===== src/rtl/mem_copy_engine.sv =====
// Block-wise memory-to-memory copy engine with bounds checking and
// overlap-safe direction selection (memmove semantics).
module mem_copy_engine #(
  parameter int size       = 1024,
  parameter int blocks     = 4,
  parameter int log_size   = 10,
  parameter int cell_width = 32,
  parameter int width      = blocks * cell_width
) (
  input  logic                in_clk,
  input  logic                in_reset,
  input  logic                in_start,
  input  logic [log_size-1:0] in_src,
  input  logic [log_size-1:0] in_dst,
  input  logic [log_size-1:0] in_count,
  output logic                out_busy,
  output logic                out_done,
  output logic                out_error,
  output logic [log_size-1:0] out_mem_address,
  output logic [width-1:0]    out_mem_data,
  output logic                out_mem_read_en,
  output logic                out_mem_write_en,
  input  logic [width-1:0]    in_mem_data
);
  localparam int ext_width = log_size + blocks;

  typedef enum logic [2:0] {IDLE, CHECK, READ, WAIT, WRITE, DONE} state_t;

  state_t              state_reg;
  logic [log_size-1:0] src_reg;
  logic [log_size-1:0] dst_reg;
  logic [log_size-1:0] count_reg;
  logic [log_size-1:0] idx_reg;
  logic [log_size-1:0] remaining_reg;
  logic                descend_reg;
  logic [width-1:0]    buffer_reg;

  logic [ext_width-1:0] src_end;
  logic [ext_width-1:0] dst_end;
  logic                 out_of_range;
  logic                 descend_next;
  logic [log_size-1:0]  first_idx;
  logic [log_size-1:0]  idx_next;

  function automatic logic [log_size-1:0] cell_addr(input logic [log_size-1:0] base,
                                                    input logic [log_size-1:0] index);
    cell_addr = base + index * log_size'(blocks);
  endfunction

  // Ends are computed wide so a region running past the top cannot wrap.
  always_comb begin
    src_end      = ext_width'(src_reg) + ext_width'(count_reg) * ext_width'(blocks);
    dst_end      = ext_width'(dst_reg) + ext_width'(count_reg) * ext_width'(blocks);
    out_of_range = (src_end > ext_width'(size)) || (dst_end > ext_width'(size));
    descend_next = (dst_reg > src_reg) && (ext_width'(dst_reg) < src_end);
    first_idx    = descend_next ? (count_reg - log_size'(1)) : '0;
    idx_next     = descend_reg ? (idx_reg - log_size'(1)) : (idx_reg + log_size'(1));
  end

  always_ff @(posedge in_clk or negedge in_reset) begin
    if (!in_reset) begin
      state_reg        <= IDLE;
      src_reg          <= '0;
      dst_reg          <= '0;
      count_reg        <= '0;
      idx_reg          <= '0;
      remaining_reg    <= '0;
      descend_reg      <= 1'b0;
      buffer_reg       <= '0;
      out_busy         <= 1'b0;
      out_done         <= 1'b0;
      out_error        <= 1'b0;
      out_mem_address  <= '0;
      out_mem_read_en  <= 1'b0;
      out_mem_write_en <= 1'b0;
    end else begin
      out_done         <= 1'b0;
      out_error        <= 1'b0;
      out_mem_read_en  <= 1'b0;
      out_mem_write_en <= 1'b0;
      out_mem_address  <= '0;
      unique case (state_reg)
        IDLE: begin
          if (in_start) begin
            src_reg   <= in_src;
            dst_reg   <= in_dst;
            count_reg <= in_count;
            out_busy  <= 1'b1;
            state_reg <= CHECK;
          end
        end
        CHECK: begin
          if (out_of_range) begin
            out_error <= 1'b1;
            out_busy  <= 1'b0;
            state_reg <= IDLE;
          end else if (count_reg == '0) begin
            out_done  <= 1'b1;
            state_reg <= DONE;
          end else begin
            descend_reg     <= descend_next;
            idx_reg         <= first_idx;
            remaining_reg   <= count_reg;
            out_mem_read_en <= 1'b1;
            out_mem_address <= cell_addr(src_reg, first_idx);
            state_reg       <= READ;
          end
        end
        READ: begin
          state_reg <= WAIT;
        end
        WAIT: begin
          buffer_reg       <= in_mem_data;
          out_mem_write_en <= 1'b1;
          out_mem_address  <= cell_addr(dst_reg, idx_reg);
          state_reg        <= WRITE;
        end
        WRITE: begin
          if (remaining_reg == log_size'(1)) begin
            out_done  <= 1'b1;
            state_reg <= DONE;
          end else begin
            idx_reg         <= idx_next;
            remaining_reg   <= remaining_reg - log_size'(1);
            out_mem_read_en <= 1'b1;
            out_mem_address <= cell_addr(src_reg, idx_next);
            state_reg       <= READ;
          end
        end
        DONE: begin
          out_busy  <= 1'b0;
          state_reg <= IDLE;
        end
        default: begin
          out_busy  <= 1'b0;
          state_reg <= IDLE;
        end
      endcase
    end
  end

  // Write data is presented only while the write strobe is up.
  genvar gi;
  generate
    for (gi = 0; gi < blocks; gi++) begin : g_cell
      assign out_mem_data[gi*cell_width +: cell_width] =
        out_mem_write_en ? buffer_reg[gi*cell_width +: cell_width] : '0;
    end
  endgenerate

  a_rd_wr_exclusive: assert property (@(posedge in_clk) disable iff (!in_reset)
    !(out_mem_read_en && out_mem_write_en));

endmodule


===== config.mk =====
export PLATFORM = sky130hd
export DESIGN_NAME = mem_copy_engine
export DESIGN_NICKNAME = d
export VERILOG_FILES = /design/src/rtl/mem_copy_engine.sv
export SDC_FILE = /design/constraint.sdc
export NUM_CORES = 1
export LEC_CHECK = 0
export CELL_PAD_IN_SITES_DETAIL_PLACEMENT = 1
export CELL_PAD_IN_SITES_GLOBAL_PLACEMENT = 2
export CORE_ASPECT_RATIO = 1.25
export CORE_MARGIN = 2
export CORE_UTILIZATION = 26
export DETAILED_ROUTE_END_ITERATION = 10
export GPL_TIMING_DRIVEN = 0
export HOLD_SLACK_MARGIN = 0.06
export PLACE_DENSITY_LB_ADDON = 0.1
export SYNTH_ARGS = -nofsm -noshare
export SYNTH_HDL_FRONTEND = slang
export SYNTH_SLANG_ARGS = --single-unit

===== constraint.sdc =====
create_clock -name in_clk -period 5.2 [get_ports in_clk]
set_clock_uncertainty 0.15 [all_clocks]
set_input_delay 1.04 -clock in_clk [delete_from_list [all_inputs] [get_ports in_clk]]
set_output_delay 1.04 -clock in_clk [all_outputs]
set_load 0.02 [all_outputs]

### Yosys cells after proc, flatten, opt, wreduce, memory -nomap -nowiden

Index checks and enable logic that the tools add are counted.

* bits in registers: 197
* bits in latches: 0
* memory bits (writable): 0
* bits in read-only memories: 0
* input port bits: 161
* output and inout bits: 143
* word-level logic and storage cells: 87
* memories: 0

* add/sub/neg operators: 9
* multiply operators: 0
* div/mod/pow operators: 0
* $lt $le $gt $ge: 4
* eq/ne operators: 10
* shift operators: 0
* mux-type cells: 37
* bitwise gates (word level): 3
* reduce and logical (&&, ||, !) cells: 10

Operators with widths (number)
* 2-to-1 mux 32 bit: 4
* 2-to-1 mux 10 bit: 11
* case mux 10 bit (2 select lines): 2
* adder 10 bit: 3
* case mux 10 bit (3 select lines): 1
* subtractor 10 x 1 -> 10 bit (second input constant): 3
* adder 10 x 12 -> 13 bit: 2
* > comparator 13 x 11 -> 1 bit (second input constant): 2
* case mux 3 bit (5 select lines): 1
* < comparator 10 x 13 -> 1 bit: 1
* 2-to-1 mux 3 bit: 4
* 2-to-1 mux 1 bit: 11
* adder 10 x 1 -> 10 bit (second input constant): 1
* == test 10 x 1 -> 1 bit (second input constant): 1
* > comparator 10 bit: 1
* logical NOT 10 bit: 1
* != test 2 bit (second input constant): 5
* == test 3 x 2 -> 1 bit (second input constant): 2
* AND reduction 3 bit: 2
* case mux 1 bit (2 select lines): 2
* AND reduction 4 bit: 1
* == test 3 x 1 -> 1 bit (second input constant): 1
* == test 3 bit (second input constant): 1
* logical NOT 3 bit: 1
* other kinds (7): 9

### Depth between registers and ports, before layout

Gate-level depths: netlist of run 1.

* word-level depth: 8
* gate-level depth with buffers: 23
* mapped depth without buffers: 22

### Worst setup path before layout of run 1

Ideal clock, no wire load.

* path kind: flip-flop to flip-flop
* start point: reg count_reg[0]
* end point: reg out_mem_address[9]
* setup time: 0.137 ns
* arrival time: 4.562 ns
* data required time: 4.913 ns
* path slack: 0.352 ns
* cell stages (with the launch flop): 23
* path buffers: 1
* clock period less this slack: 4.848 ns
* cell sequence: dfrtp_1 -> ha_1 -> fa_1 -> a211oi_2 -> o21bai_1 -> a21oi_1 -> xor2_1 -> ha_1 -> a211oi_1 -> o21ai_0 -> and3_1 -> a221o_1 -> clkbuf_1 -> nor2_1 -> ha_1 -> a21o_1 -> a21oi_1 -> o21ai_0 -> o41ai_1 -> xnor2_1 -> xnor2_1 -> a22oi_1 -> o21ai_0

* cells in the longest elaborated chain, start to end: 8
* elaborated cells on any way between the ends: 14
* those cells by class: add/sub (4); order compare (3); mux (4); reduce/logical (3)

RTL lines
* from (decl): line 32 `logic [log_size-1:0] count_reg;`
* from (signal assigned): line 87 `count_reg <= in_count;`
* adder 10 x 12 -> 13 bit: line 52 `src_end = ext_width'(src_reg) + ext_width'(count_reg) * ext_width'(blocks);`
* < comparator 10 x 13 -> 1 bit: line 55 `descend_next = (dst_reg > src_reg) && (ext_width'(dst_reg) < src_end);`
* logical AND 1 bit: line 55
* 2-to-1 mux 10 bit: line 56 `first_idx = descend_next ? (count_reg - log_size'(1)) : '0;`
* adder 10 bit: line 47 `cell_addr = base + index * log_size'(blocks);`
* 2-to-1 mux 10 bit: line 97 `end else if (count_reg == '0) begin`
* 2-to-1 mux 10 bit *: line 93 `if (out_of_range) begin`
* case mux 10 bit (3 select lines) *: line 82 `unique case (state_reg)`
* to (signal assigned): line 105 `out_mem_address <= cell_addr(src_reg, first_idx);`
* to (signal assigned): line 115 `out_mem_address <= cell_addr(dst_reg, idx_reg);`
* to (signal assigned): line 126 `out_mem_address <= cell_addr(src_reg, idx_next);`
* to (decl): line 19 `output logic [log_size-1:0] out_mem_address,`

Mark *: on every way between the ends. The rest lies on a longest branch, timed or not.
A chain may end at the register's enable or synchronous reset.

### Worst setup path after layout of run 1

* start point: reg src_reg[2]
* end point: reg out_mem_address[9]

* cells in the longest elaborated chain, start to end: 8
* elaborated cells on any way between the ends: 13
* those cells by class: add/sub (3); order compare (3); mux (5); reduce/logical (2)

RTL lines
* from (decl): line 30 `logic [log_size-1:0] src_reg;`
* from (signal assigned): line 85 `src_reg <= in_src;`
* adder 10 x 12 -> 13 bit: line 52
* < comparator 10 x 13 -> 1 bit: line 55
* logical AND 1 bit: line 55
* 2-to-1 mux 10 bit: line 56
* adder 10 bit: line 47
* 2-to-1 mux 10 bit: line 97
* 2-to-1 mux 10 bit: line 93
* case mux 10 bit (3 select lines) *: line 82

Marks and branches as above.

==> metrics.md, run 1 <==
| Metric | Value |
|---|---|
| Clock-pin slew of the registers on the worst-case setup and hold paths | 0.07 ns |
| Number of filler cells placed in the layout | 4958 |
| Die span in y | 234 um |
| Standard cell area after detailed placement | between 10000 and 15000 um2 |
| Number of I/O pins | 304 |
| Combinational family with the most area after synthesis | simple AND/OR/NAND/NOR gates |
| Worst hold slack | between 0.3 and 0.4 ns |
| Leftover overflow at the end of global routing | 0 |
| Detailed-route via count | 9897 |
| Setup repair after global routing missed its margin | false |
| Final count of pins violating max slew | 0 |
| Number of global-route vias before repair | 10500 |
| Flop-to-flop setup slack | 0.23 ns |
| Initial cell density of the core | 0.262 |
| Synthesized-area fraction occupied by and/or/nand/nor cells | 0.276 |
| Worst IR Drop VDD | between 300 and 400 uV |
| Number of detailed-routing iterations run before antenna repair | 4 |
| CTS root buf | clkbuf_16 |
| Compound-Gate Fraction of Synth Area | 0.106 |
| Synth Area per Inst | around 8.7 um2 |
| Final Hold Violating Endpoints | 0 |
| Worst R2R Path Depth | 22 |
| # Max-Cap Violations | 0 |
| Wire length reported by the detailed router | 42000 um |
| Standard cell core area | about 42000 um2 |
| Multi-input gate area in the final layout | 5770 um2 |
| Largest net degree at the start of global routing | 103 |
| P_int | 5.52 mW |
| Worst Max-Slew Pin Slew | 0.857 ns |
| Source-to-sink clock delay at the later pin of the worst-skew pair | about 0.46 ns |
| Category of the worst setup path capture point | flop |
| Synthesized flop and latch total | 195 |
| Gp weighted congestion | 0.828 |
| Cell variety after synth | 70 |
| Average routed wire per standard cell | 19.3 um |
| Number of flip-flops in the largest register | 128 |
| Share of the core filled with cells in the final layout | 0.371 |
| Mapped Nets | 1495 |
| Post-synth top flop | dfrtp_1 |
| Capturing instance or port of the critical path | out_mem_address[9]$_DFF_PN0_ |
| Hold buffer count at cts | 0 |
| Worst slew margin | 0.429 |
| Detailed Route Iter0 Violations | 339 |
| Vias per cell | roughly 4.6 |
| Deepest clock path buffer count | 2 |
| Startpoint of the worst setup timing path | src_reg[2]$_DFFE_PN0P_ |
| CTS tree | done |
| Half-perimeter wire length of the detailed placement result | 32700 um |
| Net Switching | 4.47 mW |
| CP startpoint kind | flop |
| Share of cells above drive strength 1 | 0.0622 |
| Endpoint arrival time on the critical path | 5.13 ns |
| Die Outline Area | around 44000 um2 |
| Portion of the clock cycle consumed by the worst path in the final layout | 0.955 |
| Sequential group share of total power | 0.288 |
| Proportion of total power due to net switching | 0.448 |
| Source of the worst register-to-register timing path | src_reg[2]$_DFFE_PN0P_ |
| Total of buffers placed on input and output ports | 303 |
| Final cell area excluding filler cells | ~15000 um2 |
| Std-Cell Rows | 84 |
| CP Class | flop to flop |
| Gate Count Post-Synth | 1263 |
| Share of cell area taken by muxes after synthesis | 0.0163 |
| Maximum net fanout on the critical path | 5 |
| Number of antenna violations at the first check in global routing | 7 |
| Time the worst path needs with I/O delays and setup | 4.97 ns |
| Run status | finished, final reports clean |
| Synth Area in Adders | 0.0852 |
| Post-synthesis instance area | 11000 um2 |
| Worst Path Required | 5.36 ns |
| Xor and xnor fraction of the mapped netlist area | 0.0360 |
| PD cells | roughly 640 nW/um2 |
| Seq/Total Area, Yosys | 0.445 |
| Worst reg2reg path endpoint | out_mem_address[9]$_DFF_PN0_ |
| Setup Viol. Count Final | 0 |
| Number of remaining DRC errors | 0 |
| Overall routing resource usage | 0.196 |
| Antenna violation net count after detailed routing | 0 |
| Post-synth EDFFs | 0 |
| Net count, final | 1827 |
| Area Overhead vs Synth | 41.4% |
| Hold WC Path Type | flop to flop |
| Combinational power share | 0.570 |
| Maximum clock frequency | 201 MHz |
| Share of flip-flops with an asynchronous set or reset after synthesis | 1.00 |
| Global-route wire length before repair | approximately 65000 um |
| Horiz. Die Dim | 188 um |
| Storage cell area | slightly below 5000 um2 |
| Clk sinks | 195 |
| Cell leakage power | around 7.0 nW |
| Number of warnings printed during yosys synthesis | 0 |
| Clock network fraction of design power | 0.142 |
| Total CTS buffers | 17 |
| CTS H-tree lvls | 4 |
-- placed cells by master (no fill, tap or decap), drive strengths merged, types with 5 or more instances in the layout --
master / Yosys / final
mux2: 15 / 15
xnor2: 29 / 29
nand2: 427 / 427
nor4: 5 / 5
buf: 5 / 17
clkdlybuf4s50: 0 / 302
nand3: 8 / 8
nor2b: 5 / 5
and3: 8 / 8
o21ai: 42 / 42
a221o: 10 / 10
nand2b: 5 / 5
clkinv: 0 / 5
a21oi: 33 / 33
dfrtp: 195 / 195
inv: 37 / 38
and2: 132 / 132
a211oi: 6 / 6
o21bai: 5 / 5
a21o: 12 / 12
a22oi: 6 / 6
o211ai: 8 / 8
xor2: 16 / 16
fa: 6 / 6
clkbuf: 58 / 77
nor2: 45 / 45
o31ai: 5 / 5
ha: 65 / 65
o221ai: 7 / 7
nor3: 13 / 13
-- cell type report --
cell class | count | area share
sequential | 195 | 0.315
timing repair buffer | 314 | 0.203
multi-input combinational | 968 | 0.372
buffer | 62 | 0.0160
tap | 559 | 0.0451
inverter | 37 | 0.00896
clock buffer | 20 | 0.0295
antenna | 4 | 0.000646
clock inverter | 12 | 0.00993
-- synth_stat cells, drive strengths merged (7+ instances only) --
master | count | area (um2)
a21o | 12 | 90.1
a21oi | 33 | 165
a221o | 10 | 100
and2 | 132 | 826
and3 | 8 | 50.1
clkbuf | 58 | 218
dfrtp | 195 | 4880
ha | 65 | 813
inv | 37 | 139
mux2 | 15 | 169
nand2 | 427 | 1600
nand3 | 8 | 40.0
nor2 | 45 | 171
nor3 | 13 | 65.1
o211ai | 8 | 60.1
o21ai | 42 | 214
o221ai | 7 | 67.6
xnor2 | 29 | 254
xor2 | 16 | 140
-- cell families (layout without fill, tap and decap cells) --
| logic type | after synthesis | count (layout) |
|---|---|---|
| AOI/OAI and AO/OA | 165 | 165 |
| xor gates and xnor gates | 45 | 45 |
| adders and majority gates | 71 | 71 |
| buffers and inverters | 100 | 445 |
| DFF | 195 | 195 |
| muxes | 16 | 16 |
| other | 0 | 4 |
| and+or+nand+nor | 671 | 671 |
-- critical path, stage by stage (launching register included) --
cell and delay (ns):
dfrtp_2 0.43, ha_2 0.22, fa_2 0.38, buf_4 0.15, a21o_1 0.14, a21oi_1 0.16
xor2_1 0.21, ha_1 0.26, o21a_1 0.10, o211ai_1 0.15, o21ai_1 0.12, and3_1 0.18
a221o_2 0.41, nor2_4 0.16, ha_1 0.25, a21o_1 0.17, a21oi_2 0.19, o21ai_2 0.11
o41ai_4 0.28, xnor2_1 0.18, xnor2_1 0.10, a22oi_1 0.20, o21ai_2 0.11
-- power by group through the flow --
stage | clock network [mW] | registers [mW] | logic, mW
after global routing | 1.53 | 2.99 | 6.43
after global placement | 0 | 2.91 | 5.36
final | 1.42 | 2.88 | 5.70
after CTS | 1.47 | 2.89 | 5.73
after detailed placement | 0 | 2.94 | 5.46
after floorplan | 0 | 2.66 | 3.81
-- stage by stage --
stage / power [mW] / setup slack, ns / TNS, ns / std cells
finish: 9.99 / 0.234 / 0 / 2171
global route: 10.9 / 0.000443 / 0 / 2168
CTS: 10.1 / 0.0146 / 0 / 2165
detailed placement: 8.40 / -1.10 / -1.84 / 2126
global placement: 8.27 / -6.53 / -1266.72 / 2125
floorplan: 6.47 / 0.352 / 0 / 1263
-- how the worst min path moves through the flow --
stage | to | start | cells past startpoint | slack, ns
floorplan | buffer_reg[0]$_DFFE_PN0P_ | buffer_reg[0]$_DFFE_PN0P_ | 2 | 0.29
global placement | buffer_reg[30]$_DFFE_PN0P_ | buffer_reg[30]$_DFFE_PN0P_ | 2 | 0.30
detailed placement | buffer_reg[26]$_DFFE_PN0P_ | buffer_reg[26]$_DFFE_PN0P_ | 2 | 0.30
CTS | buffer_reg[26]$_DFFE_PN0P_ | buffer_reg[26]$_DFFE_PN0P_ | 2 | 0.32
global route | buffer_reg[78]$_DFFE_PN0P_ | buffer_reg[78]$_DFFE_PN0P_ | 2 | 0.34
finish | buffer_reg[26]$_DFFE_PN0P_ | buffer_reg[26]$_DFFE_PN0P_ | 2 | 0.32
-- layer usage --
layer,global-route usage,vias up,part of all wire
li1,-,4835,-
met1,0.234,4787,0.43
met2,0.349,224,0.51
met3,0.0452,45,0.047
met4,0.0593,6,0.020
met5,0,-,0.00088
-- timing repair --
action	4_1_cts	5_1_grt
pin swaps	10	7
buffers inserted	8	2
setup endpoints to repair	4	3
endpoints found under the hold margin	0	0
gates resized for setup	19	9
Power figures use the tool's default switching activity.
==> inputs of run 2 (changes only) <==
- CORE_MARGIN: 2 -> not set
- CTS_BUF_LIST: not set -> sky130_fd_sc_hd__clkbuf_4 sky130_fd_sc_hd__clkbuf_8
==> metrics.md, run 2 (synthesis gave the netlist of run 1 again) <==
| Metric | Value |
|---|---|
| Final count of pins violating max slew | 0 (unchanged) |
| Net count, final | 1828 (was 1827) |
| Deepest clock path buffer count | 2 (unchanged) |
| Hold WC Path Type | flop to flop (unchanged) |
| Global-route wire length before repair | 63000 um (was 64500 um) |
| Number of I/O pins | 304 (unchanged) |
| Worst IR Drop VDD | 338 uV (was 303 uV) |
| Detailed-route via count | 9915 (was 9897) |
| Overall routing resource usage | 0.199 (was 0.196) |
| Total of buffers placed on input and output ports | 303 (unchanged) |
| Detailed Route Iter0 Violations | 384 (was 339) |
| Met1 Use GR | 0.232 (was 0.234) |
| Setup Viol. Count Final | 0 (unchanged) |
| # Max-Cap Violations | 0 (unchanged) |
| Number of antenna violations at the first check in global routing | 4 (was 7) |
| Largest net degree at the start of global routing | 99 (was 103) |
| Most frequent cells in the layout | 427 x nand2_1, 302 x clkdlybuf4s50_1, 190 x dfrtp_1 (was 427 x nand2_1, 302 x clkdlybuf4s50_1, 191 x dfrtp_1) |
| Final TNS setup | 0 ns (unchanged) |
| Maximum net fanout on the critical path | 5 (unchanged) |
| Global-route layer with the greatest usage | met2 (unchanged) |
| Worst Max-Slew Pin Slew | 0.888 ns (was 0.857 ns) |
| Number of global-route vias before repair | 10400 (was 10500) |
| CP Class | flop to flop (unchanged) |
| Worst Path Required | 5.40 ns (was 5.36 ns) |
| Most common cell after layout, fill and taps aside | nand2_1 (unchanged) |
| Cell leakage power | 6.89 nW (was 6.97 nW) |
| Die span in y | 232 um (was 234 um) |
| Portion of the clock cycle consumed by the worst path in the final layout | 0.944 (was 0.955) |
| Vias per cell | 4.58 (was 4.56) |
| Category of the worst setup path capture point | flop (unchanged) |
| Maximum clock frequency | 204 MHz (was 201 MHz) |
| Average routed wire per standard cell | 19.6 um (was 19.3 um) |
| Share of the core filled with cells in the final layout | 0.370 (was 0.371) |
| Endpoint arrival time on the critical path | 5.12 ns (was 5.13 ns) |
| CTS root buf | clkbuf_8 (was clkbuf_16) |
| Worst slew margin | 0.408 (was 0.429) |
| Number of remaining DRC errors | 0 (unchanged) |
| Slowest cell on the critical path | dfrtp_2 (unchanged) |
| Number of detailed-routing iterations run before antenna repair | 4 (unchanged) |
| Half-perimeter wire length of the detailed placement result | 32700 um (about the same) |
| PD cells | 637 nW/um2 (was 645 nW/um2) |
| Maximum single-stage delay on the critical path | 0.46 ns (was 0.43 ns) |
| Die Outline Area | 43000 um2 (was 43800 um2) |
| Time the worst path needs with I/O delays and setup | 4.91 ns (was 4.97 ns) |
| Antenna violation net count after detailed routing | 0 (unchanged) |
| Source-to-sink clock delay at the later pin of the worst-skew pair | 0.52 ns (was 0.46 ns) |
| Gp weighted congestion | 0.803 (was 0.828) |
| CP startpoint kind | flop (unchanged) |
| Worst R2R Path Depth | 22 (unchanged) |
| Worst reg2reg path endpoint | out_mem_address[9]$_DFF_PN0_ (unchanged) |
| Top delay family on crit path | compound AO/OA/AOI/OAI gates (unchanged) |
| Source of the worst register-to-register timing path | src_reg[2]$_DFFE_PN0P_ (unchanged) |
| Clk sinks | 195 (unchanged) |
| Cell depth of the worst min-delay path | 2 (unchanged) |
| Final Hold Violating Endpoints | 0 (unchanged) |
| Run status | finished, final reports clean (unchanged) |
| Number of flip-flops in the largest register | 128 (unchanged) |
| Total CTS buffers | 17 (unchanged) |
| Share of cells above drive strength 1 | 0.0628 (was 0.0622) |
| Worst hold slack | 0.326 ns (was 0.317 ns) |
| Endpoint, Worst Hold | buffer_reg[50]$_DFFE_PN0P_ (was buffer_reg[26]$_DFFE_PN0P_) |
| Initial cell density of the core | 0.265 (was 0.262) |
| M3 GR Usage | 0.0451 (was 0.0452) |
| CTS H-tree lvls | 4 (unchanged) |
| Std-Cell Rows | 83 (was 84) |
| Horiz. Die Dim | 186 um (was 188 um) |
| Flop-to-flop setup slack | 0.29 ns (was 0.23 ns) |
| Wire length reported by the detailed router | 42300 um (was 42000 um) |
| Hold_sp | buffer_reg[50]$_DFFE_PN0P_ (was buffer_reg[26]$_DFFE_PN0P_) |
| Clock-pin slew of the registers on the worst-case setup and hold paths | 0.10 ns (was 0.07 ns) |
| Buffer and inverter count on the worst path | 1 (unchanged) |
| GRT met2 Usage | 0.357 (was 0.349) |
| Cell chain of the critical path | ha_4, fa_2, buf_4, a21o_1, a21oi_2, xor2_1, ha_1, o21a_1, o211ai_1, o21ai_2, and3_1, a221o_2, nor2_4, ha_4, a21o_1, a21oi_2, o21ai_2, o41ai_4, xnor2_1, xnor2_1, a22oi_1, o21ai_1 (was ha_2, fa_2, buf_4, a21o_1, a21oi_1, xor2_1, ha_1, o21a_1, o211ai_1, o21ai_1, and3_1, a221o_2, nor2_4, ha_1, a21o_1, a21oi_2, o21ai_2, o41ai_4, xnor2_1, xnor2_1, a22oi_1, o21ai_2) |
| CTS tree | done (unchanged) |
| Standard cell core area | 41300 um2 (was 41800 um2) |
| Area Overhead vs Synth | 39.6% (was 41.4%) |
| Leftover overflow at the end of global routing | 0 (unchanged) |
[run 2: report_power, final]
part	leakage, nW	total, mW	internal, mW	switching, mW
combinational	4.30	5.83	2.56	3.27
sequential	2.39	2.87	2.24	0.624
clock	0.203	1.06	0.461	0.595
[run 2: layer usage]
layer | wire length [um] | up-vias
met5 | 27 | -
li1 | - | 4822
met1 | 17400 | 4820
met2 | 21600 | 225
met3 | 2410 | 44
met4 | 887 | 4
[run 2: layout make-up]
cell class	instances	area, um2
timing repair buffer	315	3150
sequential	195	4890
clock inverter	6	68.8
multi-input combinational	968	5790
fill	4916	26000
inverter	37	139
antenna	3	7.51
clock buffer	25	325
buffer	62	248
tap	552	691
[run 2: repair_timing]
item,CTS,global route
hold buffers,0,0
gates resized for setup,18,13
setup endpoints to repair,4,3
pin swaps,8,18
gates cloned,0,0
buffers inserted,7,4
hold endpoints to repair,0,0
[run 2: worst max-delay path by stage]
stage                              from                           end  slack [ns]  cells past startpoint
2_1_floorplan  count_reg[0]$_DFFE_PN0P_  out_mem_address[9]$_DFF_PN0_        0.35                     22
3_5_place_dp   count_reg[0]$_DFFE_PN0P_  out_mem_address[9]$_DFF_PN0_       -0.99                     22
3_3_place_gp                   in_reset   buffer_reg[116]$_DFFE_PN0P_       -6.52                      1
5_1_grt          src_reg[2]$_DFFE_PN0P_  out_mem_address[9]$_DFF_PN0_       -0.04                     22
6_report         src_reg[2]$_DFFE_PN0P_  out_mem_address[9]$_DFF_PN0_        0.29                     22
4_1_cts        count_reg[3]$_DFFE_PN0P_  out_mem_address[9]$_DFF_PN0_       0.006                     20
[run 2: per-stage QoR]
stage,area (um2),std cells,power (mW),setup slack [ns]
final,15300,2163,9.75,0.289
after detailed placement,14700,2119,8.42,-0.989
after global routing,15300,2161,10.7,-0.0352
after floorplan,11000,1263,6.47,0.352
after CTS,15200,2156,9.74,0.00599
after global placement,14700,2118,8.26,-6.52
[run 2: worst reg2reg max path, cell delays in order, from the launching register on]
cell      delay [ns]
dfrtp_2         0.46
ha_4            0.19
fa_2            0.37
buf_4           0.16
a21o_1          0.15
a21oi_2         0.13
xor2_1          0.21
ha_1            0.27
o21a_1          0.11
o211ai_1        0.22
o21ai_2         0.12
and3_1          0.17
a221o_2         0.38
nor2_4          0.18
ha_4            0.22
a21o_1          0.16
a21oi_2         0.18
o21ai_2         0.10
o41ai_4         0.30
xnor2_1         0.18
xnor2_1         0.09
a22oi_1         0.16
o21ai_1         0.12
